`config.mk`:
```
export PLATFORM = sky130hd
export DESIGN_NAME = alu_sched
export DESIGN_NICKNAME = d
export VERILOG_FILES = /design/src/rtl/alu_sched_pkg.sv /design/src/rtl/alu_sched_decode.sv /design/src/rtl/alu_sched.sv
export SDC_FILE = /design/constraint.sdc
export NUM_CORES = 1
export LEC_CHECK = 0
export CORE_AREA = 2 2 173 175
export DETAILED_ROUTE_END_ITERATION = 8
export DIE_AREA = 0 0 175 177
export PLACE_DENSITY = 0.57
export SLEW_MARGIN = 20
export SYNTH_ARGS = -nofsm -noshare
export SYNTH_HDL_FRONTEND = slang
export SYNTH_SLANG_ARGS = --single-unit
```
`constraint.sdc`:
```
create_clock -name clk -period 2.5 [get_ports clk]
set_clock_uncertainty 0.05 [all_clocks]
set_input_delay 0.5 -clock clk [delete_from_list [all_inputs] [get_ports clk]]
set_output_delay 0.5 -clock clk [all_outputs]
set_load 0.05 [all_outputs]
```
`src/rtl/alu_sched_pkg.sv`:
```
// alu_sched_pkg: opcode set, ALU control encodings and decoded control bundle
package alu_sched_pkg;
  typedef enum logic [3:0] {
    OP_PASS = 4'h0, OP_SLL = 4'h1, OP_SRL = 4'h2, OP_SRA = 4'h3,
    OP_SLLV = 4'h4, OP_SRLV = 4'h5, OP_SRAV = 4'h6, OP_SLT = 4'h7,
    OP_ADD = 4'h8, OP_SUB = 4'h9, OP_AND = 4'hA, OP_OR = 4'hB,
    OP_XOR = 4'hC, OP_NOR = 4'hD, OP_ILL_E = 4'hE, OP_ILL_F = 4'hF
  } alu_op_e;
  localparam logic [1:0] FC_SHIFT = 2'b00, FC_SLT = 2'b01, FC_ARITH = 2'b10, FC_LOGIC = 2'b11;
  localparam logic [1:0] SH_SLL = 2'b00, SH_SRL = 2'b10, SH_SRA = 2'b11;
  localparam logic [1:0] LF_AND = 2'b00, LF_OR = 2'b01, LF_XOR = 2'b10, LF_NOR = 2'b11;
  typedef struct packed {
    logic [1:0] shift_func;
    logic [1:0] logic_func;
    logic [1:0] func_class;
    logic       add_sub;
    logic       const_var;
    logic       illegal;
  } alu_ctrl_t;
endpackage

```
`src/rtl/alu_sched_decode.sv`:
```
// alu_op_decode: maps a compact opcode onto the ALU control bundle
module alu_op_decode
  import alu_sched_pkg::*;
(
  input  alu_op_e   op,
  output alu_ctrl_t ctrl
);
  // PASS and illegal opcodes fall through to the all-zero bundle, i.e. a shift-left of y by zero
  always_comb begin
    ctrl = '0;
    case (op)
      OP_SLL:  ctrl.shift_func = SH_SLL;
      OP_SRL:  ctrl.shift_func = SH_SRL;
      OP_SRA:  ctrl.shift_func = SH_SRA;
      OP_SLLV: begin ctrl.shift_func = SH_SLL; ctrl.const_var = 1'b1; end
      OP_SRLV: begin ctrl.shift_func = SH_SRL; ctrl.const_var = 1'b1; end
      OP_SRAV: begin ctrl.shift_func = SH_SRA; ctrl.const_var = 1'b1; end
      OP_SLT:  begin ctrl.func_class = FC_SLT; ctrl.add_sub = 1'b1; end
      OP_ADD:  ctrl.func_class = FC_ARITH;
      OP_SUB:  begin ctrl.func_class = FC_ARITH; ctrl.add_sub = 1'b1; end
      OP_AND:  begin ctrl.func_class = FC_LOGIC; ctrl.logic_func = LF_AND; end
      OP_OR:   begin ctrl.func_class = FC_LOGIC; ctrl.logic_func = LF_OR; end
      OP_XOR:  begin ctrl.func_class = FC_LOGIC; ctrl.logic_func = LF_XOR; end
      OP_NOR:  begin ctrl.func_class = FC_LOGIC; ctrl.logic_func = LF_NOR; end
      OP_ILL_E, OP_ILL_F: ctrl.illegal = 1'b1;
      default: ;
    endcase
  end
endmodule

```
`src/rtl/alu_sched.sv`:
```
// alu_sched: round-robin sharing of one combinational ALU; ALU_OVFL_TRAP_EN turns ADD/SUB overflow into an error response
module alu_sched
  import alu_sched_pkg::*;
#(
  parameter int WIDTH = 32,
  parameter int NREQ = 4,
  localparam int IDW = $clog2(NREQ)
) (
  input  logic                  clk,
  input  logic                  rst_n,
  input  logic [NREQ-1:0]       req_valid,
  output logic [NREQ-1:0]       req_ready,
  input  logic [NREQ*4-1:0]     req_op,
  input  logic [NREQ*WIDTH-1:0] req_x,
  input  logic [NREQ*WIDTH-1:0] req_y,
  input  logic [NREQ*5-1:0]     req_shamt,
  output logic [WIDTH-1:0]      alu_x,
  output logic [WIDTH-1:0]      alu_y,
  output logic [1:0]            alu_shift_func,
  output logic [1:0]            alu_logic_func,
  output logic [1:0]            alu_func_class,
  output logic                  alu_add_sub,
  output logic                  alu_const_var,
  output logic [4:0]            alu_const_amt,
  input  logic [WIDTH-1:0]      alu_s,
  input  logic                  alu_zero,
  input  logic                  alu_ovfl,
  output logic                  rsp_valid,
  input  logic                  rsp_ready,
  output logic [IDW-1:0]        rsp_id,
  output logic [WIDTH-1:0]      rsp_s,
  output logic                  rsp_zero,
  output logic                  rsp_ovfl,
  output logic                  rsp_err
);
  typedef enum logic [1:0] {IDLE, EXEC, RESP} state_e;
  state_e state, state_nx;
  logic [IDW-1:0] rr_ptr, win, idx, id_q;
  logic found, trap, kill;
  alu_op_e op_q;
  logic [WIDTH-1:0] x_q, y_q;
  logic [4:0] shamt_q;
  alu_ctrl_t ctrl;
  alu_op_decode u_dec (.op(op_q), .ctrl(ctrl));
  // Scan from the highest offset down so the requester nearest rr_ptr is the last, winning, assignment
  always_comb begin
    found = 1'b0;
    win = '0;
    idx = '0;
    for (int k = NREQ - 1; k >= 0; k--) begin
      idx = IDW'((int'(rr_ptr) + k) % NREQ);
      if (req_valid[idx]) begin
        found = 1'b1;
        win = idx;
      end
    end
  end
  assign req_ready = (rst_n && state == IDLE && found) ? NREQ'(1) << win : '0;
  assign rsp_valid = state == RESP;
  assign rsp_id = id_q;
  assign alu_x = x_q;
  assign alu_y = y_q;
  assign alu_shift_func = ctrl.shift_func;
  assign alu_logic_func = ctrl.logic_func;
  assign alu_func_class = ctrl.func_class;
  assign alu_add_sub = ctrl.add_sub;
  assign alu_const_var = ctrl.const_var;
  assign alu_const_amt = (op_q == OP_PASS || ctrl.illegal) ? 5'd0 : shamt_q;
`ifdef ALU_OVFL_TRAP_EN
  assign trap = ctrl.func_class == FC_ARITH && alu_ovfl;
`else
  assign trap = 1'b0;
`endif
  assign kill = ctrl.illegal || trap;
  // State register
  always_ff @(posedge clk or negedge rst_n)
    if (!rst_n) state <= IDLE;
    else state <= state_nx;
  // Accept in IDLE, execute for exactly one cycle, then hold the response until taken
  always_comb begin
    state_nx = state;
    state_nx = state == IDLE ? (found ? EXEC : IDLE) : state == EXEC ? RESP : (rsp_ready ? IDLE : RESP);
  end
  // Latch the granted request, advance the pointer past the winner, and capture the ALU result in EXEC
  always_ff @(posedge clk or negedge rst_n)
    if (!rst_n) begin
      rr_ptr <= '0;
      id_q <= '0;
      op_q <= OP_PASS;
      x_q <= '0;
      y_q <= '0;
      shamt_q <= '0;
      rsp_s <= '0;
      rsp_zero <= 1'b0;
      rsp_ovfl <= 1'b0;
      rsp_err <= 1'b0;
    end else begin
      if (state == IDLE && found) begin
        op_q <= alu_op_e'(req_op[4*win +: 4]);
        x_q <= req_x[WIDTH*win +: WIDTH];
        y_q <= req_y[WIDTH*win +: WIDTH];
        shamt_q <= req_shamt[5*win +: 5];
        id_q <= win;
        rr_ptr <= (win == IDW'(NREQ - 1)) ? '0 : win + 1'b1;
      end
      if (state == EXEC) begin
        rsp_s <= kill ? '0 : alu_s;
        rsp_zero <= !kill && alu_zero;
        rsp_ovfl <= ctrl.func_class == FC_ARITH && alu_ovfl;
        rsp_err <= kill;
      end
    end
endmodule
```
; ---- Word-level counts from Yosys, hierarchy flattened
; Index checks and enable logic that the tools add are counted.
[totals]
register_bits = 114
latch_bits = 0
ramBits = 0
mem_bits_ro = 0
input_bits = 333
out_inout_bits = 119
elab_cells = 89
memories = 0
[classes]
addsub = 4
multipliers = 1
div = 0
n_lt_le_gt_ge = 4
n_eq_ne = 18
shifts = 5
n_mux = 30
bitwise = 0
reduce_logical = 16
[ops]
columns = operator, count
row1 = $shiftx 128x8->32, 2
row2 = $eq 4x4->1 const B, 8
row3 = $mux 32, 1
row4 = $shiftx 20x6->5, 1
row5 = $eq 4x3->1 const B, 4
row6 = $mux 2, 8
row7 = $shiftx 16x5->4, 1
row8 = $lt 2x3->1 const B, 4
row9 = $mux 1, 12
row10 = $pmux 2 s3, 2
row11 = $reduce_or 2->1, 5
row12 = $bmux 1 s2, 4
row13 = $eq 4x2->1 const B, 2
row14 = $eq 2x2->1 const B, 3
row15 = $logic_and 1x1->1, 5
row16 = $mul 3x2->5 const A, 1
row17 = $mux 5, 1
row18 = $add 2x1->2 const B, 2
row19 = $add 2x2->2 const B, 2
row20 = $logic_not 4->1, 1
row21 = $mux 4, 1
row22 = $pmux 2 s2, 1
row23 = $reduce_or 4->1, 1
row24 = $shl 1x2->4 const A, 1
row25 = other kinds (5), 5

; ---- Logic depth before layout (Yosys ltp)
; Gate-level depths: netlist of the first run.
[depth]
depth_word = 9
ltp_mapped = 9

; ---- Cells and area by module
; A second synthesis of the first run with hierarchy kept.
[unflattened]
cells_unflattened = 623
hier_area_um2 = 6468.7
[modules_own_cells]
columns = module, n_inst, cells_each, area_per_inst_um2
row1 = alu_sched, 1, 603, 6318.6
row2 = alu_op_decode, 1, 20, 150.1

; ---- Least setup slack after synthesis of the first run
; OpenSTA, ideal clock, no wires.
[synth_timing]
path_type = flip-flop to output port
start = register op_q[2]
end = output port alu_const_var
arrival_time_ns = 1.997
slack_ns = -0.047
path_stages_with_launch = 4
n_path_buf = 1
path_cell_list = dfrtp_1 clkbuf_1 nor2b_1 a21boi_0
[synth_via]
elab_chain_cells = 3
word_cells_on_any_way = 5
classes_between = 3 x eq/ne / 1 x mux / 1 x reduce/logical
[synth_lines]
columns = item, line_no
row1 = start: declaration, alu_sched.sv:40  ; alu_op_e op_q;
row2 = start signal: assignment, alu_sched.sv:99  ; op_q <= alu_op_e'(req_op[4*win +: 4]);
row3 = $eq 4x3->1, alu_sched_decode.sv:11  ; case (op)
row4 = $reduce_or 3->1 (no line) *, -
row5 = $mux 1 *, alu_sched_decode.sv:11
row6 = end: declaration, alu_sched.sv:23  ; output logic alu_const_var,
; Mark *: on every way between the ends. The rest lies on a longest branch, timed or not.

; ---- Final worst setup path of the first run
[layout_timing]
start = register rr_ptr[1]
end = output port req_ready[2]
[layout_via]
elab_chain_cells = 9
word_cells_on_any_way = 22
classes_between = 3 x add/sub / 1 x shift / 17 x mux / 1 x reduce/logical
[layout_lines]
columns = item, line_no
row1 = start: declaration, alu_sched.sv:38  ; logic [IDW-1:0] rr_ptr, win, idx, id_q;
row2 = start signal: assignment, alu_sched.sv:104  ; rr_ptr <= (win == IDW'(NREQ - 1)) ? '0 : win + 1'b1;
row3 = $add 2x2->2, alu_sched.sv:51  ; idx = IDW'((int'(rr_ptr) + k) % NREQ);
row4 = $bmux 1 s2, alu_sched.sv:52  ; if (req_valid[idx]) begin
row5 = $mux 1 (not written as such), alu_sched.sv:52
row6 = $mux 2 or $mux 1 (tied branches) (4 in a row), alu_sched.sv:52
row7 = $shl 1x2->4 or $logic_and 1x1->1 (tied branches), alu_sched.sv:58  ; assign req_ready = (rst_n && state == IDLE && found) ? NREQ'(1) << win : '0;
row8 = $mux 4 *, alu_sched.sv:58
row9 = end: declaration, alu_sched.sv:12  ; output logic [NREQ-1:0] req_ready,
; Mark *: on every way between the ends. The rest lies on a longest branch, timed or not. The select of a mux whose other input is x is not followed.

==> results.md, run 1 <==
Outcome:
- The run finished, with violations left.
- The final reports fail on setup timing.

Routing:
- The routed layout has 7,473 vias.
- The routed length per instance is 18.1 um.
- The first detailed-routing pass took 4 iterations.
- The post-detailed-route DRC marker count is 0.
- After detailed routing, the total wire length is 29,600 um.
- Once detail routing completed, the nets flagged for antenna violations numbered 0.
- The DRC violation total after the first TritonRoute iteration is 414.
- The vias per cell is 4.56.

STA:
- Setup repair after global routing could not meet its margin everywhere.
- The maximum achievable frequency is 0.385 GHz.
- Across all setup checks in the final design, the least slack found is -98.8 ps.
- The total count of hold-check failures in the final report is 0.
- The worst slew margin relative to its limit is 55.7%.
- The final cycle utilization of the critical path is 104%.
- For the pin with the worst max-slew slack, the measured transition is 664 ps.
- The number of endpoints failing setup at the final stage is 4.
- The final-report max-slew violation count is 0.
- The post-route minimum period is 2600 ps.
- On the final layout, the worst hold slack is 192 ps.

Final layout:
- Leaving out fill and tap cells, the most frequent cell in the layout is sky130_fd_sc_hd__clkdlybuf4s50_1.
- Leaving out fill and tap cells, the most frequent cells in the layout are 430 x sky130_fd_sc_hd__clkdlybuf4s50_1, 302 x sky130_fd_sc_hd__nand2_1, 149 x sky130_fd_sc_hd__a21oi_1, 110 x sky130_fd_sc_hd__dfrtp_1, 73 x sky130_fd_sc_hd__a211o_1.
- At the end of the flow, the number of nets in the layout was 1,573.
- The area added between synthesis and finish is 90.2%.
- Excluding fillers, the count of instances in the completed layout stands at 1,639.
- The post-route netlist has 8.89% of its cells at a drive strength greater than 1.
- Counting the fill cells in the layout gives 2,896.
- Summing all multi-input logic gate instances after layout gives 3290 um^2.
- The register area is 2860 um^2.
- The fraction of the core area covered by cells at the end of the flow is 42.1%.
- The antenna diode count is 0.

GRT:
- The via count of the first global-routing pass is 7,480.
- In the global route stage, overall resource usage came out at 18.3%.
- The first global-routing pass estimated 43,400 um of wire.
- The pin count of the biggest net entering global routing is 115.
- The initial antenna violation count is 0.
- The total overflow left after global routing is 0.

CTS:
- The H-tree was split into 4 levels.
- TritonCTS built the clock tree.
- The buffer cell driving the clock tree root is sky130_fd_sc_hd__clkbuf_16.
- The insertion delay of the later-clocked pin in the worst-skew pair is 430 ps.
- Counting every sink on the clock net gives 114.
- Clock-pin slew was measured on the worst setup and hold paths at 60 ps.
- The clock passes through at most 2 buffers.
- Clock tree synthesis inserted a total of 17 buffers.

Logic synthesis:
- Counting every net in the synthesized netlist gives 1,139.
- The number of warnings printed during yosys synthesis is 0.
- The sequential fraction of the synthesis area is 44.1%.
- After technology mapping, the gate count stands at 802.
- In this run the cell area of the synthesized design comes to 6470 um^2.
- Counting flops and latches in the post-synthesis netlist gives 114.
- Each instance of the synthesized netlist takes up on average 8.07 um^2.
- Synthesis instantiated 34 different standard cells from the library.

Critical path:
- The critical path goes through mux2_4 -> o221a_4 -> inv_4 -> ha_1 -> and3_4 -> buf_8.
- STA classifies the critical path startpoint as a flop.
- The nature of the critical path endpoint is a primary output.
- In this design, the largest share of critical-path delay is due to flip-flops.
- Together, buffers and inverters on the worst path number 2.
- The data arrival time at the worst-slack endpoint is 2050 ps.
- The largest fanout on the critical path is 5.
- The cell at the slowest stage of the critical path is sky130_fd_sc_hd__dfrtp_2.
- The worst setup path category is reg2out.
- STA puts the critical path data required time at 1950 ps.
- In this design, the stage delay of the slowest critical-path cell is 440 ps.

Place:
- The post-place setup slack is -246 ps.
- The number of placed instances, taps included, is 1,602.
- The total half-perimeter wirelength after legalization and detailed placement is 21,900 um.
- The quantity of I/O buffers inserted on ports is 451.
- The congestion estimate from routability-driven global placement came to 0.853.

Run:
- The tool flagged a number of max-cap violations equal to 0.

Pwr:
- Across the VDD grid, the largest voltage drop is 0.566 mV.
- The areal power density over the cells is 1300 nW/um^2.
- The completed layout was analyzed and its total power is 16.0 mW.
- The leakage power is 5.54 nW.

Die:
- 452 I/O pins were placed.
- The die is 175 um wide.
- After floorplanning, the core was divided into 63 placement rows.
- Once the floorplan was initialized, standard cells occupied 22.1% of the core.
- The floorplan step defined a die boundary enclosing 31,000 um^2.
- After floorplanning, the core was sized to cover 29,200 um^2.
- The height of the die is 177 um.

Worst hold path:
- In this run the worst hold path is classified as in2async.
-- report_power, final --
part	total, mW	switching [mW]	internal, mW
Combinational	9.95	6.13	3.82
Sequential	3.30	0.563	2.74
Clock	2.75	0.957	1.79
-- worst register-to-register path: cells and delay by family (launching register included) --
kind	cells	cell delay, ps
DFF	1	440
AOI/OAI and AO/OA	3	640
muxes	1	310
buffers and inverters	3	490
and+or+nand+nor	1	130
-- state kept, by name, indices dropped and copies added (netlist names), 2 cells and up --
| signal | count |
|---|---|
| rsp_id | 2 |
| rsp_s | 32 |
| alu_y | 32 |
| op_q | 4 |
| rr_ptr | 2 |
| state | 2 |
| alu_x | 32 |
| shamt_q | 5 |
-- synth_stat cells --
master	number	share of area, %
sky130_fd_sc_hd__a211o_1	73	9.9
sky130_fd_sc_hd__a21o_1	1	0.12
sky130_fd_sc_hd__buf_2	30	2.3
sky130_fd_sc_hd__nand3_1	1	0.077
sky130_fd_sc_hd__xor2_1	2	0.27
sky130_fd_sc_hd__a21oi_1	149	12
sky130_fd_sc_hd__o21ai_0	2	0.15
sky130_fd_sc_hd__mux2_4	1	0.23
sky130_fd_sc_hd__dfrtp_1	114	44
sky130_fd_sc_hd__a22o_1	33	4.5
sky130_fd_sc_hd__a31oi_1	2	0.19
sky130_fd_sc_hd__o221a_4	1	0.31
sky130_fd_sc_hd__inv_1	4	0.23
sky130_fd_sc_hd__and2_1	6	0.58
sky130_fd_sc_hd__buf_6	1	0.17
sky130_fd_sc_hd__clkbuf_1	21	1.2
sky130_fd_sc_hd__xnor2_1	1	0.14
sky130_fd_sc_hd__inv_2	2	0.12
sky130_fd_sc_hd__nor2_1	3	0.17
sky130_fd_sc_hd__nor3b_1	1	0.12
sky130_fd_sc_hd__or3b_1	1	0.14
sky130_fd_sc_hd__nor2b_1	6	0.58
sky130_fd_sc_hd__a221o_1	1	0.15
sky130_fd_sc_hd__a21boi_0	3	0.35
sky130_fd_sc_hd__nor4_1	2	0.19
sky130_fd_sc_hd__nand2_1	303	18
sky130_fd_sc_hd__o21bai_1	1	0.12
sky130_fd_sc_hd__o31ai_1	1	0.12
sky130_fd_sc_hd__mux2i_1	2	0.31
sky130_fd_sc_hd__nand2b_1	2	0.19
sky130_fd_sc_hd__buf_4	22	2.6
sky130_fd_sc_hd__and3_1	5	0.48
sky130_fd_sc_hd__ha_1	4	0.77
sky130_fd_sc_hd__or3_1	1	0.097
-- repair_timing --
| action | in CTS | in global routing |
|---|---|---|
| gates cloned | 0 | 0 |
| endpoints found under the setup margin | 9 | 5 |
| pin swaps | 2 | 3 |
| hold buffers | 0 | 0 |
| setup buffers | 4 | 1 |
| gates resized for setup | 21 | 10 |
-- worst paths after layout --
| check | from | end | slack, ps | cells after the start |
|---|---|---|---|---|
| worst min register to register | shamt_q[0] | shamt_q[0] | 430 | 1 |
| max in group asynchronous | rst_n | op_q[0] | 1680 | 2 |
| worst max-delay path | rr_ptr[1] | req_ready[2] | -100 | 6 |
| worst max register to register | rr_ptr[1] | alu_x[17] | 320 | 8 |
| worst min-delay path | rst_n | alu_y[16] | 190 | 2 |
| min in group clk | shamt_q[0] | shamt_q[0] | 430 | 1 |
-- metal layers --
layer	wire, um	global-route usage, %	vias to the layer above
li1	-	-	3614
met1	12300	22.4	3530
met2	14500	30.6	286
met3	2010	5.18	43
met4	808	7.12	0
met5	0	0	-
-- through the flow --
| stage | setup TNS (ps) | area, um^2 |
|---|---|---|
| after CTS | -324 | 12300 |
| after detailed placement | -8410 | 11500 |
| final | -297 | 12300 |
| after floorplan | 0 | 6470 |
| after global routing | -575 | 12300 |
| after global placement | -4860 | 11500 |
-- kinds of logic (layout without fill, tap and decap cells) --
group / Yosys count / count (layout) / synth area share, %
multiplexers: 3 / 3 / 0.541
AND/OR/NAND/NOR: 331 / 331 / 20.2
buffers and inverters: 80 / 527 / 6.61
AO/OA/AOI/OAI: 267 / 267 / 27.4
adder cells (fa/ha/maj): 4 / 4 / 0.773
XOR/XNOR: 3 / 3 / 0.406
flip-flops: 114 / 114 / 44.1
-- layout make-up --
cell class                 instances  share of cell area, %
multi-input combinational        608                   26.7
tap                              390                   3.97
clock inverter                    13                   1.70
timing repair buffer             489                   40.6
clock buffer                      19                   3.60
sequential                       114                   23.2
inverter                           6                  0.224
(Power assumes the default switching activity.)
==> run 2, diff against run 1 <==
- CTS_CLUSTER_DIAMETER: not set -> 100
==> results of run 2 <==
The final DEF is identical to that of run 1; final timing and power are the same.
